### src/rtl/sha3_pkg.sv
// Shared types and constants for the parametrised SHA-3 padder: digest modes,
// rate lookup, pad bytes and the block FSM states.
package sha3_pkg;

  localparam int         MAX_RATE   = 1152;
  localparam logic [7:0] PAD_DOMAIN = 8'h06;
  localparam logic [7:0] PAD_FINAL  = 8'h80;

  typedef enum logic [1:0] {
    MODE_224 = 2'b00,
    MODE_256 = 2'b01,
    MODE_384 = 2'b10,
    MODE_512 = 2'b11
  } mode_e;

  typedef enum logic [1:0] {
    ST_ACCEPT    = 2'd0,
    ST_FULL      = 2'd1,
    ST_FULL_LAST = 2'd2
  } state_e;

  // Sponge rate in bits for each digest mode.
  function automatic int unsigned rate_bits(input mode_e m);
    case (m)
      MODE_224: return 1152;
      MODE_256: return 1088;
      MODE_384: return 832;
      default:  return 576;
    endcase
  endfunction

endpackage

### src/rtl/sha3_pad_word.sv
// Combinational word padder: keeps the leading data bytes of a last word,
// inserts the domain byte right after them and zeroes the tail.
module sha3_pad_word
  import sha3_pkg::*;
#(
  parameter int IN_W = 32,
  parameter int BN_W = $clog2(IN_W/8)
) (
  input  logic [IN_W-1:0] i_word,
  input  logic [BN_W-1:0] i_byte_num,
  input  logic            i_is_last,
  output logic [IN_W-1:0] o_word
);

  localparam int BYTES = IN_W/8;

  // One extra bit keeps the per-byte compares from degenerating into constants.
  logic [BN_W:0] w_bn;
  assign w_bn = {1'b0, i_byte_num};

  for (genvar b = 0; b < BYTES; b++) begin : g_byte
    logic [7:0] w_in_b;
    assign w_in_b = i_word[IN_W-1-8*b -: 8];
    assign o_word[IN_W-1-8*b -: 8] =
      (!i_is_last || ((BN_W+1)'(b) < w_bn)) ? w_in_b     :
      ((BN_W+1)'(b) == w_bn)                ? PAD_DOMAIN :
                                              8'h00;
  end

endmodule

### src/rtl/sha3_padder_param.sv
// SHA-3 input padder: packs IN_W-bit words into a rate-sized block, applies
// pad10*1 with domain 0x06 and hands blocks off with a level/ack handshake.
// Optional input checking: define SHA3_PAD_OVF_CHK_EN.
module sha3_padder_param
  import sha3_pkg::*;
#(
  parameter int IN_W = 32,
  parameter int BN_W = $clog2(IN_W/8)
) (
  input  logic                clock,
  input  logic                reset_n,
  input  logic [1:0]          mode,
  input  logic [IN_W-1:0]     in,
  input  logic [BN_W-1:0]     byte_num,
  input  logic                in_ready,
  input  logic                is_last,
  input  logic                f_ack,
  output logic                buffer_full,
  output logic                out_ready,
  output logic [MAX_RATE-1:0] out,
  output logic                last_block,
  output logic                msg_done,
  output logic                overflow
);

  localparam int BYTES = IN_W/8;
  localparam int CW    = $clog2(MAX_RATE/IN_W + 1);

  state_e              r_state;
  mode_e               r_mode;
  logic                r_first;
  logic [CW-1:0]       r_cnt;
  logic [MAX_RATE-1:0] r_out;
  logic                r_full;
  logic                r_last;
  logic                r_done;

  mode_e               w_mode;
  logic [10:0]         w_rate;
  logic [CW-1:0]       w_nwords;
  logic [10:0]         w_base;
  logic [10:0]         w_fpos;
  logic [BN_W-1:0]     w_bn;
  logic [IN_W-1:0]     w_word;
  logic [MAX_RATE-1:0] w_out_nxt;

  // Mode is taken live only on the first word of a message, then held.
  assign w_mode   = r_first ? mode_e'(mode) : r_mode;
  assign w_rate   = 11'(rate_bits(w_mode));
  assign w_nwords = CW'(rate_bits(w_mode) / IN_W);
  assign w_base   = 11'(MAX_RATE - 1) - 11'(r_cnt) * 11'(IN_W);
  assign w_fpos   = 11'(MAX_RATE) - w_rate + 11'd7;

`ifdef SHA3_PAD_OVF_CHK_EN
  logic w_bn_bad;
  logic r_ovf;

  assign w_bn_bad = is_last && ({1'b0, byte_num} > (BN_W+1)'(BYTES-1));
  assign w_bn     = w_bn_bad ? BN_W'(BYTES-1) : byte_num;

  always_ff @(posedge clock or negedge reset_n) begin
    if (!reset_n)
      r_ovf <= 1'b0;
    else if (in_ready && (r_full || w_bn_bad))
      r_ovf <= 1'b1;
  end

  assign overflow = r_ovf;
`else
  assign w_bn     = byte_num;
  assign overflow = 1'b0;
`endif

  sha3_pad_word #(
    .IN_W (IN_W),
    .BN_W (BN_W)
  ) u_pad_word (
    .i_word     (in),
    .i_byte_num (w_bn),
    .i_is_last  (is_last),
    .o_word     (w_word)
  );

  // The final-byte 0x80 may land on the word being written, so merge both here.
  always_comb begin
    w_out_nxt                = r_out;
    w_out_nxt[w_base -: IN_W] = w_word;
    if (is_last)
      w_out_nxt[w_fpos -: 8] = w_out_nxt[w_fpos -: 8] | PAD_FINAL;
  end

  always_ff @(posedge clock or negedge reset_n) begin
    if (!reset_n) begin
      r_state <= ST_ACCEPT;
      r_mode  <= MODE_224;
      r_first <= 1'b1;
      r_cnt   <= '0;
      r_out   <= '0;
      r_full  <= 1'b0;
      r_last  <= 1'b0;
      r_done  <= 1'b0;
    end else begin
      r_done <= 1'b0;
      case (r_state)
        ST_ACCEPT: begin
          if (in_ready) begin
            r_out <= w_out_nxt;
            r_cnt <= r_cnt + CW'(1);
            if (r_first) begin
              r_mode  <= mode_e'(mode);
              r_first <= 1'b0;
            end
            if (is_last) begin
              r_state <= ST_FULL_LAST;
              r_full  <= 1'b1;
              r_last  <= 1'b1;
            end else if (r_cnt == w_nwords - CW'(1)) begin
              r_state <= ST_FULL;
              r_full  <= 1'b1;
            end
          end
        end
        ST_FULL, ST_FULL_LAST: begin
          // Words arriving while a block is held are dropped.
          if (f_ack) begin
            r_out   <= '0;
            r_cnt   <= '0;
            r_full  <= 1'b0;
            r_last  <= 1'b0;
            r_state <= ST_ACCEPT;
            if (r_state == ST_FULL_LAST) begin
              r_done  <= 1'b1;
              r_first <= 1'b1;
            end
          end
        end
        default: r_state <= ST_ACCEPT;
      endcase
    end
  end

  assign buffer_full = r_full;
  assign out_ready   = r_full;
  assign out         = r_out;
  assign last_block  = r_last;
  assign msg_done    = r_done;

endmodule
### config.mk
export PLATFORM = sky130hd
export DESIGN_NAME = sha3_padder_param
export DESIGN_NICKNAME = d
export VERILOG_FILES = /design/src/rtl/sha3_pkg.sv /design/src/rtl/sha3_pad_word.sv /design/src/rtl/sha3_padder_param.sv
export SDC_FILE = /design/constraint.sdc
export NUM_CORES = 2
export LEC_CHECK = 0
export CELL_PAD_IN_SITES_DETAIL_PLACEMENT = 0
export CELL_PAD_IN_SITES_GLOBAL_PLACEMENT = 1
export CORE_AREA = 4 4 464 466
export CTS_CLUSTER_DIAMETER = 60
export DETAILED_ROUTE_END_ITERATION = 8
export DIE_AREA = 0 0 468 470
export MAX_ROUTING_LAYER = met4
export PLACE_DENSITY = 0.55
export SKIP_LAST_GASP = 1
export SYNTH_ARGS = -nofsm -noshare
export SYNTH_HDL_FRONTEND = slang
export SYNTH_SLANG_ARGS = --single-unit
### constraint.sdc
create_clock -name clock -period 5.7 [get_ports clock]
set_input_delay 1.71 -clock clock [delete_from_list [all_inputs] [get_ports clock]]
set_output_delay 1.71 -clock clock [all_outputs]
set_load 0.02 [all_outputs]
==> out/qor.txt <==
Top_reg_cell synth = dfrtp_1
Post-route ant nets = 0
Met3 global-route usage = 7.66%
Final setup fails = 0
Hold Startpoint = out[329]$_DFFE_PN0P_
Fin. max-slew vios = 0
Final wirelength = 275 mm
Maximum clock insertion buffer count = 3
Slowest cell on the critical path = clkdlybuf4s50_1
Layout area overhead = 48.3%
Pin count of the biggest net entering global routing = 129
Most Crowded Layer GR = met2
Min-Delay Endpoint = out[329]$_DFFE_PN0P_
Worst path cell trace = clkdlybuf4s50_1 -> buf_4 -> inv_1 -> nor2_1 -> a21o_1 -> nand2_1 -> o21ai_0
Mean Syn Cell Area = 10.9 sq um
VDD IR-drop max = 310 uV
Post-Syn Area = 0.0438 sq mm
Post-DR wirelength/cell = 33.5 um
Die area = 0.220 sq mm
Overflow after GRT = 0
Rel. slew slack = 8.65%
Sw Ratio = 39.3%
Final worst setup slack = 1.29 ns
Fmax = 227 MHz
CP max stage delay = 0.70 ns
Worst-margin pin slew = 1.37 ns
Status = finished, final reports clean
RSZ-0062 raised after global routing = false
Final #Nets = 5304
Pwr Density = 398 mW/mm^2
Sequential area share after synthesis = 66.6%
Vias = 39100
CP Launch Type = primary input
Clock Root Buffer = clkbuf_16
Net switching power = 10.2 mW
Setup Skew = 0.0241 ns
CTS tree = done
Via/cell ratio = 4.76
Crit Path Max Fanout = 13
#FFs+latches synth = 1166
Setup crit end kind = flip-flop
Tcrit/Tclk final = 77.4%
Fill cells = 21900
Die Width = 468 um
Final Hold Viols = 0
Worst-path clk slew = 0.06 ns
Shortest period the worst path allows = 4.41 ns
Hold buffers post-CTS = 0
PortBufs = 1196
Pre-antenna DRT Iters = 6
1st-iter DRT viols = 3138
LEAKAGE = 27.1 nW
Met1 Resource Use GR = 30.7%
Max-cap violations = 0
Syn_nets = 4080
Vias in the first global route = 39500
Setup Buffers After CTS = 0
Post-place setup slack = 0.316 ns
Reg2Reg Depth = 7
Worst-Skew Late Latency = 0.81 ns
Hold Path Stages = 2
DRC = 0
WP data arrival = 5.11 ns
Starting Density = 20.7%
Met2 Resource Use GR = 39.6%
Yosys cell types = 67
CTS buffer count = 151
Post-synth ARST share = 100%
CP Class = in -> reg
Core Region = 0.211 sq mm
Worst endpoint required time = 6.40 ns
Synth warn = 0
Post-synth EDFFs = 0
Initial antenna violation count = 38
Global-route wire length before repair = 367 mm
Layout cells sized above 1 = 9.40%
IO Pins = 1198
FF-to-FF Start = r_cnt[2]$_DFFE_PN0P_
Gate power share = 28.1%
Clk pwr share = 38.0%
R2R Setup Slk = 1.30 ns
RR Endpoint = out[255]$_DFFE_PN0P_
Post-CTS Resized = 0
Chip height = 470 um
Internal power = 15.7 mW
Sequential fraction of design power = 33.9%
Hold Path Class = reg -> reg
GR Util All Layers = 25.0%
Row Count = 169
HPWL Detailed = 201 mm
Cells after Synth = 4029
Gpl congestion = 0.855
TNS Setup = 0 ns
H-tree Lvls = 4
Sink Count = 1166
-- flip-flops by register name (all words and copies together) (netlist names) --
signal / count
buffer_full: 1
last_block: 1
msg_done: 1
out: 1152
r_cnt: 6
r_first: 1
r_mode: 2
r_state: 2
-- layout make-up --
type                    count  area (sq um)  area share, %
clock inverters            57           674           1.04
clock buffers             214          4400           6.77
well taps                2821          3530           5.43
inverters                  12          45.0         0.0693
diodes                     20          50.0         0.0770
multi-input cells        2566         13900           21.3
repair buffers           1356         13200           20.4
flip-flops and latches   1166         29200           44.9
-- worst max-delay path: cells and delay by family --
family | cells | cell delay (ns)
compound gates | 2 | 0.95
buf+inv | 3 | 1.38
simple gates | 2 | 1.04
-- synth_stat cells, drive strengths merged (5+ instances only) --
master | n | area (sq um)
dfrtp | 1165 | 29200
nand2 | 955 | 3580
clkbuf | 239 | 897
nand4 | 8 | 65.1
nor2 | 93 | 359
a32o | 40 | 400
and3 | 12 | 75.1
ha | 10 | 125
buf | 46 | 264
nand2b | 7 | 43.8
o2bb2ai | 80 | 701
and2 | 32 | 203
o21ai | 848 | 4250
nor3 | 37 | 238
a21oi | 19 | 95.1
mux2i | 5 | 50.1
nor2b | 6 | 37.5
a21o | 10 | 75.1
a22o | 229 | 2010
nand3 | 113 | 566
o31ai | 8 | 60.1
inv | 11 | 41.3
-- worst max-delay path by stage --
stage                                     from              endpoint
after detailed placement               is_last  out[258]$_DFFE_PN0P_
final                                  is_last  out[770]$_DFFE_PN0P_
after CTS                              is_last  out[770]$_DFFE_PN0P_
after floorplan                          f_ack  out[945]$_DFFE_PN0P_
after global routing      r_cnt[2]$_DFFE_PN0P_  out[252]$_DFFE_PN0P_
after global placement                 is_last  out[770]$_DFFE_PN0P_
-- placed cells by master, fill, tap and decap left out, drive strengths merged, types with 9 or more instances in the layout --
master            n
o2bb2ai          80
dfrtp          1165
buf             176
nor2             93
clkinv           25
a21o             10
clkbuf          214
inv              28
clkdlybuf4s50  1180
nand2           955
and2             32
bufinv            9
nor3             37
diode            20
nand3           113
a21oi            19
a22o            229
ha               10
and3             12
a32o             40
o21ai           848
-- power by group through the flow --
stage	sequential [mW]	clock (mW)	combinational (mW)
2_1_floorplan	9.09	0	2.92
3_3_place_gp	8.91	0	7.37
3_5_place_dp	8.91	0	7.37
4_1_cts	8.77	10.0	7.39
5_1_grt	8.80	10.4	7.59
6_report	8.77	9.83	7.26
-- cells by family after synthesis --
| kind of cell | count (synthesis) | synth area share, % |
|---|---|---|
| AOI/OAI and AO/OA | 1261 | 17.9 |
| xor gates and xnor gates | 4 | 0.0800 |
| muxes | 7 | 0.166 |
| and+or+nand+nor | 1283 | 12.2 |
| adders and majority gates | 10 | 0.286 |
| DFF | 1166 | 66.6 |
| buffers and inverters | 297 | 2.75 |
| other | 1 | 0.00856 |
-- stage by stage --
step / area, sq um / cells / power (mW) / utilization [%] / hold WS (ns)
floorplan: 43800 / 4029 / 12.0 / - / 0.491
detailed placement: 59900 / 7921 / 16.3 / 28.3 / 0.469
finish: 65000 / 8212 / 25.9 / 30.8 / 0.471
global route: 65000 / 8202 / 26.8 / 30.8 / 0.491
global placement: 59900 / 7921 / 16.3 / 28.3 / 0.461
CTS: 64900 / 8192 / 26.2 / 30.7 / 0.481
-- metal layers --
metal / wire (um) / up-vias
met5: 0 / -
met4: 8120 / 0
li1: - / 16500
met2: 129000 / 1784
met3: 24500 / 287
met1: 114000 / 20500
Note: power is estimated with default switching activity, not from simulation.
